File: src/rtl/funnel_pkg.sv
// Shared definitions for the 2:1 funnel / unfunnel pair.
package funnel_pkg;

  // Bit of the configuration word that selects pass or pack
  localparam int unsigned MODE_PACK_BIT = 0;

  typedef enum logic {
    FUN_PASS = 1'b0,
    FUN_PACK = 1'b1
  } fun_mode_e;

endpackage

File: src/rtl/unfunnel_oreg.sv
// Single-entry registered req/ack slice carrying {last, half, dat}.
module unfunnel_oreg #(
  parameter int unsigned DW = 64
) (
  input  logic          clk,
  input  logic          reset_n,
  input  logic          load,
  input  logic [DW-1:0] ld_dat,
  input  logic          ld_last,
  input  logic          ld_half,
  input  logic          ack,
  output logic          req,
  output logic [DW-1:0] dat,
  output logic          last,
  output logic          half,
  output logic          oreg_can_take
);

  // Free when empty or being drained this cycle
  assign oreg_can_take = ~req | ack;

  // Slice register: a load wins over an unload so back-to-back words flow
  always_ff @(posedge clk or negedge reset_n) begin
    if (!reset_n) begin
      req  <= 1'b0;
      dat  <= '0;
      last <= 1'b0;
      half <= 1'b0;
    end else if (load) begin
      req  <= 1'b1;
      dat  <= ld_dat;
      last <= ld_last;
      half <= ld_half;
    end else if (ack) begin
      req  <= 1'b0;
    end
  end

endmodule

File: src/rtl/unfunnel_1_2.sv
// Packs WIDTH-bit beats into 2*WIDTH words (pack mode) or forwards them as
// half words (pass mode); flushes a held low beat when reconfiguration waits.
module unfunnel_1_2
  import funnel_pkg::*;
#(
  parameter int unsigned WIDTH = 32
) (
  input  logic               clk,
  input  logic               reset_n,
  input  logic               t_0_req,
  output logic               t_0_ack,
  input  logic [WIDTH-1:0]   t_0_dat,
  input  logic               t_0_last,
  input  logic               t_cfg_req,
  output logic               t_cfg_ack,
  input  logic [7:0]         mode,
  output logic               i_0_req,
  input  logic               i_0_ack,
  output logic [2*WIDTH-1:0] i_0_dat,
  output logic               i_0_last,
  output logic               i_0_half
);

  fun_mode_e        mode_q, mode_d;
  logic             cnt_q, cnt_d;
  logic [WIDTH-1:0] lo_q, lo_d;

  logic               ofree;
  logic               pack;
  logic               store_only;
  logic               fire;
  logic               flush;
  logic               load;
  logic [2*WIDTH-1:0] ld_dat;
  logic               ld_last;
  logic               ld_half;

  // Only the pack bit of the configuration word matters
  logic unused_mode;
  assign unused_mode = ^mode[7:1];

  // Accept / flush decode; a lone non-final pack beat goes to lo_q and
  // therefore does not need the output slice to be free
  always_comb begin
    pack       = (mode_q == FUN_PACK);
    store_only = pack & ~cnt_q & ~t_0_last;
    t_0_ack    = reset_n & ~t_cfg_req & (ofree | store_only);
    fire       = t_0_req & t_0_ack;
    flush      = t_cfg_req & cnt_q & ofree;
    load       = flush | (fire & ~store_only);
    t_cfg_ack  = reset_n & t_cfg_req & ~cnt_q & ~i_0_req;
  end

  // Output word assembly; first beat always sits in the low lane
  always_comb begin
    ld_dat  = {{WIDTH{1'b0}}, t_0_dat};
    ld_last = t_0_last;
    ld_half = 1'b1;
    if (flush) begin
      ld_dat  = {{WIDTH{1'b0}}, lo_q};
      ld_last = 1'b0;
    end else if (pack && cnt_q) begin
      ld_dat  = {t_0_dat, lo_q};
      ld_half = 1'b0;
    end
  end

  // Next-state for mode, beat count and the held low beat
  always_comb begin
    mode_d = mode_q;
    cnt_d  = cnt_q;
    lo_d   = lo_q;
    if (t_cfg_ack) begin
      mode_d = fun_mode_e'(mode[MODE_PACK_BIT]);
    end
    if (flush) begin
      cnt_d = 1'b0;
    end else if (fire && store_only) begin
      cnt_d = 1'b1;
      lo_d  = t_0_dat;
    end else if (fire && cnt_q) begin
      cnt_d = 1'b0;
    end
  end

  // State registers; reset drops any partial word without flushing it
  always_ff @(posedge clk or negedge reset_n) begin
    if (!reset_n) begin
      mode_q <= FUN_PASS;
      cnt_q  <= 1'b0;
      lo_q   <= '0;
    end else begin
      mode_q <= mode_d;
      cnt_q  <= cnt_d;
      lo_q   <= lo_d;
    end
  end

  unfunnel_oreg #(
    .DW (2 * WIDTH)
  ) u_oreg (
    .clk           (clk),
    .reset_n       (reset_n),
    .load          (load),
    .ld_dat        (ld_dat),
    .ld_last       (ld_last),
    .ld_half       (ld_half),
    .ack           (i_0_ack),
    .req           (i_0_req),
    .dat           (i_0_dat),
    .last          (i_0_last),
    .half          (i_0_half),
    .oreg_can_take (ofree)
  );

endmodule

File: config.mk
export PLATFORM = sky130hd
export DESIGN_NAME = unfunnel_1_2
export DESIGN_NICKNAME = d
export VERILOG_FILES = /design/src/rtl/funnel_pkg.sv /design/src/rtl/unfunnel_oreg.sv /design/src/rtl/unfunnel_1_2.sv
export SDC_FILE = /design/constraint.sdc
export NUM_CORES = 1
export LEC_CHECK = 0
export CAP_MARGIN = 20
export CORE_MARGIN = 2
export CORE_UTILIZATION = 48
export CTS_CLUSTER_SIZE = 40
export DETAILED_ROUTE_END_ITERATION = 8
export HOLD_SLACK_MARGIN = 0.1
export PLACE_DENSITY = 0.8
export SKIP_CTS_REPAIR_TIMING = 1
export SLEW_MARGIN = 20
export SYNTH_ARGS = -nofsm -noshare
export SYNTH_HDL_FRONTEND = slang
export SYNTH_SLANG_ARGS = --single-unit
export TNS_END_PERCENT = 50
File: constraint.sdc
create_clock -name clk -period 2 [get_ports clk]
set_input_delay 0.4 -clock clk [delete_from_list [all_inputs] [get_ports clk]]
set_output_delay 0.4 -clock clk [all_outputs]
set_load 0.005 [all_outputs]
Word level (Yosys, flattened, before mapping)

Index checks and enable logic that the tools add are counted.

Equality and inequality tests: 0
Div/mod/pow operators: 0
Bitwise logic cells: 20
Mux-type cells: 10
Shifts and indexed selects: 0
$mul: 0
Reduce and logical (&&, ||, !) cells: 6
Add/sub/neg operators: 0
Magnitude comparators: 0

Operator list:

| operator            | number |
|---|---|
| two-way mux 64 bit  | 2 |
| bitwise AND 1 bit   | 11 |
| two-way mux 1 bit   | 8 |
| inverter 1 bit      | 6 |
| logical AND 1 bit   | 3 |
| OR 1 bit            | 3 |
| nonzero test 3 bit  | 1 |
| AND reduction 2 bit | 1 |
| nonzero test 2 bit  | 1 |

Output and inout bits: 69
Bits of input ports: 46
ROM bits: 0
Word-level logic and storage cells: 43
Bits in registers: 101
Bits in latches: 0
Bits in writable memories: 0
Memories kept: 0

Logic depth before layout (Yosys ltp)

Depth after elaboration: 10
Gate-level depth with buffers: 7
Depth with buffers taken out: 4

Hierarchy

From an unflattened synthesis, not the netlist that was laid out.

Cell total of the unflattened synthesis: 300
Area, all modules: 4665.7 um^2

Modules (own cells, without submodules):

| module        | sequential area each (um^2) | times used | cells an instance | area each (um^2) |
|---|---|---|---|---|
| unfunnel_oreg | 1676.6                      | 1          | 142               | 2597.5 |
| unfunnel_1_2  | 850.8                       | 1          | 158               | 2068.2 |

Worst setup path before layout

OpenSTA, ideal clock, no wires.

Path kind: input-to-reg
From: input t_cfg_req
To: register lo_q[13]
Stages: 4
Required time: 1.875 ns
Arrival time: 1.491 ns
Buffers on the path: 1
Library setup time: 0.125 ns
Slack: 0.384 ns
Path through: nand3b_4 -> nor4b_4 -> buf_6 -> mux2_2

Longest elaborated chain between the ends: 6
Elaborated cells between the ends (all ways): 9
Those cells by class: bitwise (7); reduce/logical (2)

RTL lines:

| what                              | line               | RTL |
|---|---|---|
| from (decl)                       | unfunnel_1_2.sv:14 | `input logic t_cfg_req,` |
| inverter 1 bit                    | unfunnel_1_2.sv:47 | `t_0_ack = reset_n & ~t_cfg_req & (ofree \| store_only);` |
| bitwise AND 1 bit (2 in series)   | unfunnel_1_2.sv:47 |  |
| bitwise AND 1 bit                 | unfunnel_1_2.sv:48 | `fire = t_0_req & t_0_ack;` |
| logical AND 1 bit                 | unfunnel_1_2.sv:78 | `end else if (fire && store_only) begin` |
| AND reduction 2 bit (no line) (*) | --                 |  |
| to (signal assigned)              | unfunnel_1_2.sv:95 | `lo_q <= lo_d;` |
| to (decl)                         | unfunnel_1_2.sv:26 | `logic [WIDTH-1:0] lo_q, lo_d;` |

Every way passes the cells marked *; elsewhere a longest branch is shown, timed or not.
A chain may end at the register's enable or synchronous reset.

Worst setup path in the final report

From: input t_0_last
To: output t_0_ack

Longest elaborated chain between the ends: 4

RTL lines:

| what              | line               | RTL |
|---|---|---|
| from (decl)       | unfunnel_1_2.sv:13 | `input logic t_0_last,` |
| inverter 1 bit    | unfunnel_1_2.sv:46 | `store_only = pack & ~cnt_q & ~t_0_last;` |
| bitwise AND 1 bit | unfunnel_1_2.sv:46 |  |
| OR 1 bit          | unfunnel_1_2.sv:47 |  |
| bitwise AND 1 bit | unfunnel_1_2.sv:47 |  |
| to (decl)         | unfunnel_1_2.sv:11 | `output logic t_0_ack,` |

No other way between the ends.

==> results.sh <==
export IMPL_peakVddDrop_v=0.000455
export IMPL_p_switching_mw=1.59
export IMPL_drive_gt1_share_pct=11.4
export IMPL_num_vias=3343
export IMPL_critPathTopFamily="buffers and inverters"
export IMPL_fmax_ghz=0.546
export IMPL_pwr_share_comb_pct=26.1
export IMPL_fin_util_pct=66.4
export IMPL_cp_depth=5
export IMPL_rows=34
export IMPL_worst_slew_pin_transition_ps=760
export IMPL_die_h_um=98.0
export IMPL_cts_buffer_depth=2
export IMPL_insertion_delay_ps=360
export IMPL_fin_crit_ps=1830
export IMPL_fin_crit_sh_pct=91.5
export IMPL_synth_distinct_cells=24
export IMPL_intPower_mw=3.94
export IMPL_hpwl_um=6700
export IMPL_ys_ff_latch=101
export IMPL_h_tree_depth=3
export IMPL_cp_num_buf_inv=2
export IMPL_areaGrowthSynthToFinish_pct=35.1
export IMPL_gr_usage_all_layers_pct=21.3
export IMPL_critPathKind="in -> out"
export IMPL_finalNetCount=567
export IMPL_portBuffers=107
export IMPL_cts_tree="built"
export IMPL_max_slew_margin_pct=49.3
export IMPL_slew_viol_final=0
export IMPL_drt_iter0_drc=131
export IMPL_p_leak_nw=2.73
export IMPL_vias_per_cell=5.27
export IMPL_cap_violations=0
export IMPL_syn_nets=455
export IMPL_hold_ws_ps=171
export IMPL_rr_startpoint="u_oreg.req"
export IMPL_grt_overflow_total=0
export IMPL_critPathCapture="t_0_ack"
export IMPL_slowest_stage="clkdlybuf4s50_1"
export IMPL_finalSetupViolations=0
export IMPL_grt_max_degree=62
export IMPL_top_level_ports=115
export IMPL_slowest_delay_ps=440
export IMPL_wl_um=9920
export IMPL_rsz0062_at_grt="false"
export IMPL_die_area_sq_um=9600
export IMPL_reg2reg_slack_ps=300
export IMPL_syn_cell_area_sq_um=4240
export IMPL_place_gp_congestion=0.832
export IMPL_route_antenna_remaining_nets=0
export IMPL_clkPwrFrac_pct=22.5
export IMPL_synth_warnings=0
export IMPL_antenna_cells=0
export IMPL_clock_sinks=101
export IMPL_critPathMaxFanout=2
export IMPL_cp_start_kind="input port"
export IMPL_drtPass1Iterations=4
export IMPL_antenna_found_initial=0
export IMPL_path_cells="clkdlybuf4s50_1 > nor3b_2 > nor2_1 > nor3b_1 > dlymetal6s2s_1"
export IMPL_power_frac_seq_pct=51.4
export IMPL_routedWlPerCell_um=15.6
export IMPL_start_util_pct=49.1
export IMPL_hold_path_class="in -> async"
export IMPL_clk_pin_slew_ps=100
export IMPL_swShare_pct=28.7
export IMPL_grt_pass1_vias=3394
export IMPL_outcome="finished, final reports clean"
export IMPL_fillerInstances=668
export IMPL_critPathCaptureType="primary output"
export IMPL_arrival_ps=1430
export IMPL_p_per_area_nw_per_um2=964
export IMPL_syn_avg_cell_area_sq_um=10.4
export IMPL_drc_errors=0
export IMPL_crit_start="t_0_last"
export IMPL_rr_worst_depth=6
export IMPL_syn_inst=409
export IMPL_worstPathRequired_ps=1600
export IMPL_cts_made_buffers=9
export IMPL_regToRegEndpoint="u_oreg.dat[19]"
export IMPL_grt_pass1_wl_um=16700
export IMPL_cts_root_buf="clkbuf_8"
export IMPL_die_w_um=98.0
export IMPL_seq_area_frac_synth_pct=59.6
export IMPL_hold_violations=0
export IMPL_core_area_sq_um=8640
export IMPL_fin_skew_ps=12.1
==> power groups by stage <==
stage / Clock (mW) / Combinational, mW / Sequential (mW)
CTS: 1.28 / 1.46 / 2.84
global placement: 0 / 1.40 / 2.85
global route: 1.36 / 1.59 / 2.91
detailed placement: 0 / 1.46 / 2.88
floorplan: 0 / 0.588 / 2.84
finish: 1.24 / 1.44 / 2.84
==> synthesized netlist by cell type, drive strengths merged <==
cell | n | area share (%)
o21a | 1 | 0.18
nor3b | 2 | 0.47
buf | 21 | 4.0
a211o | 1 | 0.21
nor2 | 33 | 2.9
nand3 | 32 | 3.8
nor4b | 1 | 0.56
nor2b | 1 | 0.15
nand2 | 102 | 9.2
dfrtp | 101 | 60
a211oi | 1 | 0.47
nand2b | 2 | 0.29
mux2 | 33 | 8.8
clkbuf | 5 | 0.44
nor3 | 1 | 0.12
nand3b | 1 | 0.47
a21oi | 66 | 7.8
o21ai | 5 | 0.59
==> cells by family after synthesis <==
group | share of synthesized area [%]
simple gates | 18.0
buf+inv | 4.45
compound gates | 9.23
flops | 59.6
mux | 8.76
==> per-layer routing <==
metal  vias to the layer above  track usage [%]  wire (um)  share of wire, %
li1                       1590                -          -                 -
met1                      1635             28.3       4280                43
met2                       102             35.4       4880                49
met3                        16             4.65        628               6.3
met4                         0             6.20        137               1.4
met5                         -                0          0                 0
==> registers in the layout, summed over array words and instances (netlist names) <==
name,count
cnt_q,1
lo_q,32
mode_q,1
u_oreg.dat,64
u_oreg.half,1
u_oreg.last,1
u_oreg.req,1
==> stage by stage <==
stage / cell area [sq um] / total power [mW] / setup TNS (ps) / setup slack [ps] / instances
final: 5730 / 5.53 / 0 / 170 / 634
after global routing: 5730 / 5.85 / 0 / 108 / 634
after CTS: 5710 / 5.58 / -383 / -245 / 634
after detailed placement: 5520 / 4.34 / -5580 / -225 / 618
after global placement: 5520 / 4.25 / -3760 / -180 / 618
after floorplan: 4240 / 3.43 / 0 / 384 / 409
==> how the worst min path moves through the flow <==
stage / startpoint / end / slack (ps) / cells past startpoint
final: reset_n / cnt_q / 170 / 2
after detailed placement: u_oreg.dat[46] / u_oreg.dat[46] / 460 / 2
after global routing: reset_n / cnt_q / 210 / 2
after CTS: reset_n / cnt_q / 170 / 2
after floorplan: reset_n / cnt_q / 100 / 0
after global placement: u_oreg.dat[52] / u_oreg.dat[52] / 450 / 2
==> layout by cell type (no fill, tap or decap), types with 10 or more instances in the layout <==
master	n
clkbuf_8	10
nor2_1	33
nand3_1	32
buf_4	13
a21oi_1	65
clkdlybuf4s50_1	104
mux2_1	20
nand2_1	101
mux2_2	13
dfrtp_1	101
==> cell type report <==
class	instances	area [sq um]	share of cell area (%)
multi-input cells	282	1550	27.1
clock inverters	6	52.6	0.917
clock buffers	10	138	2.40
repair buffers	127	1320	23.1
well taps	108	135	2.36
flip-flops and latches	101	2530	44.1
No activity file was read; power rests on OpenSTA's default activity.
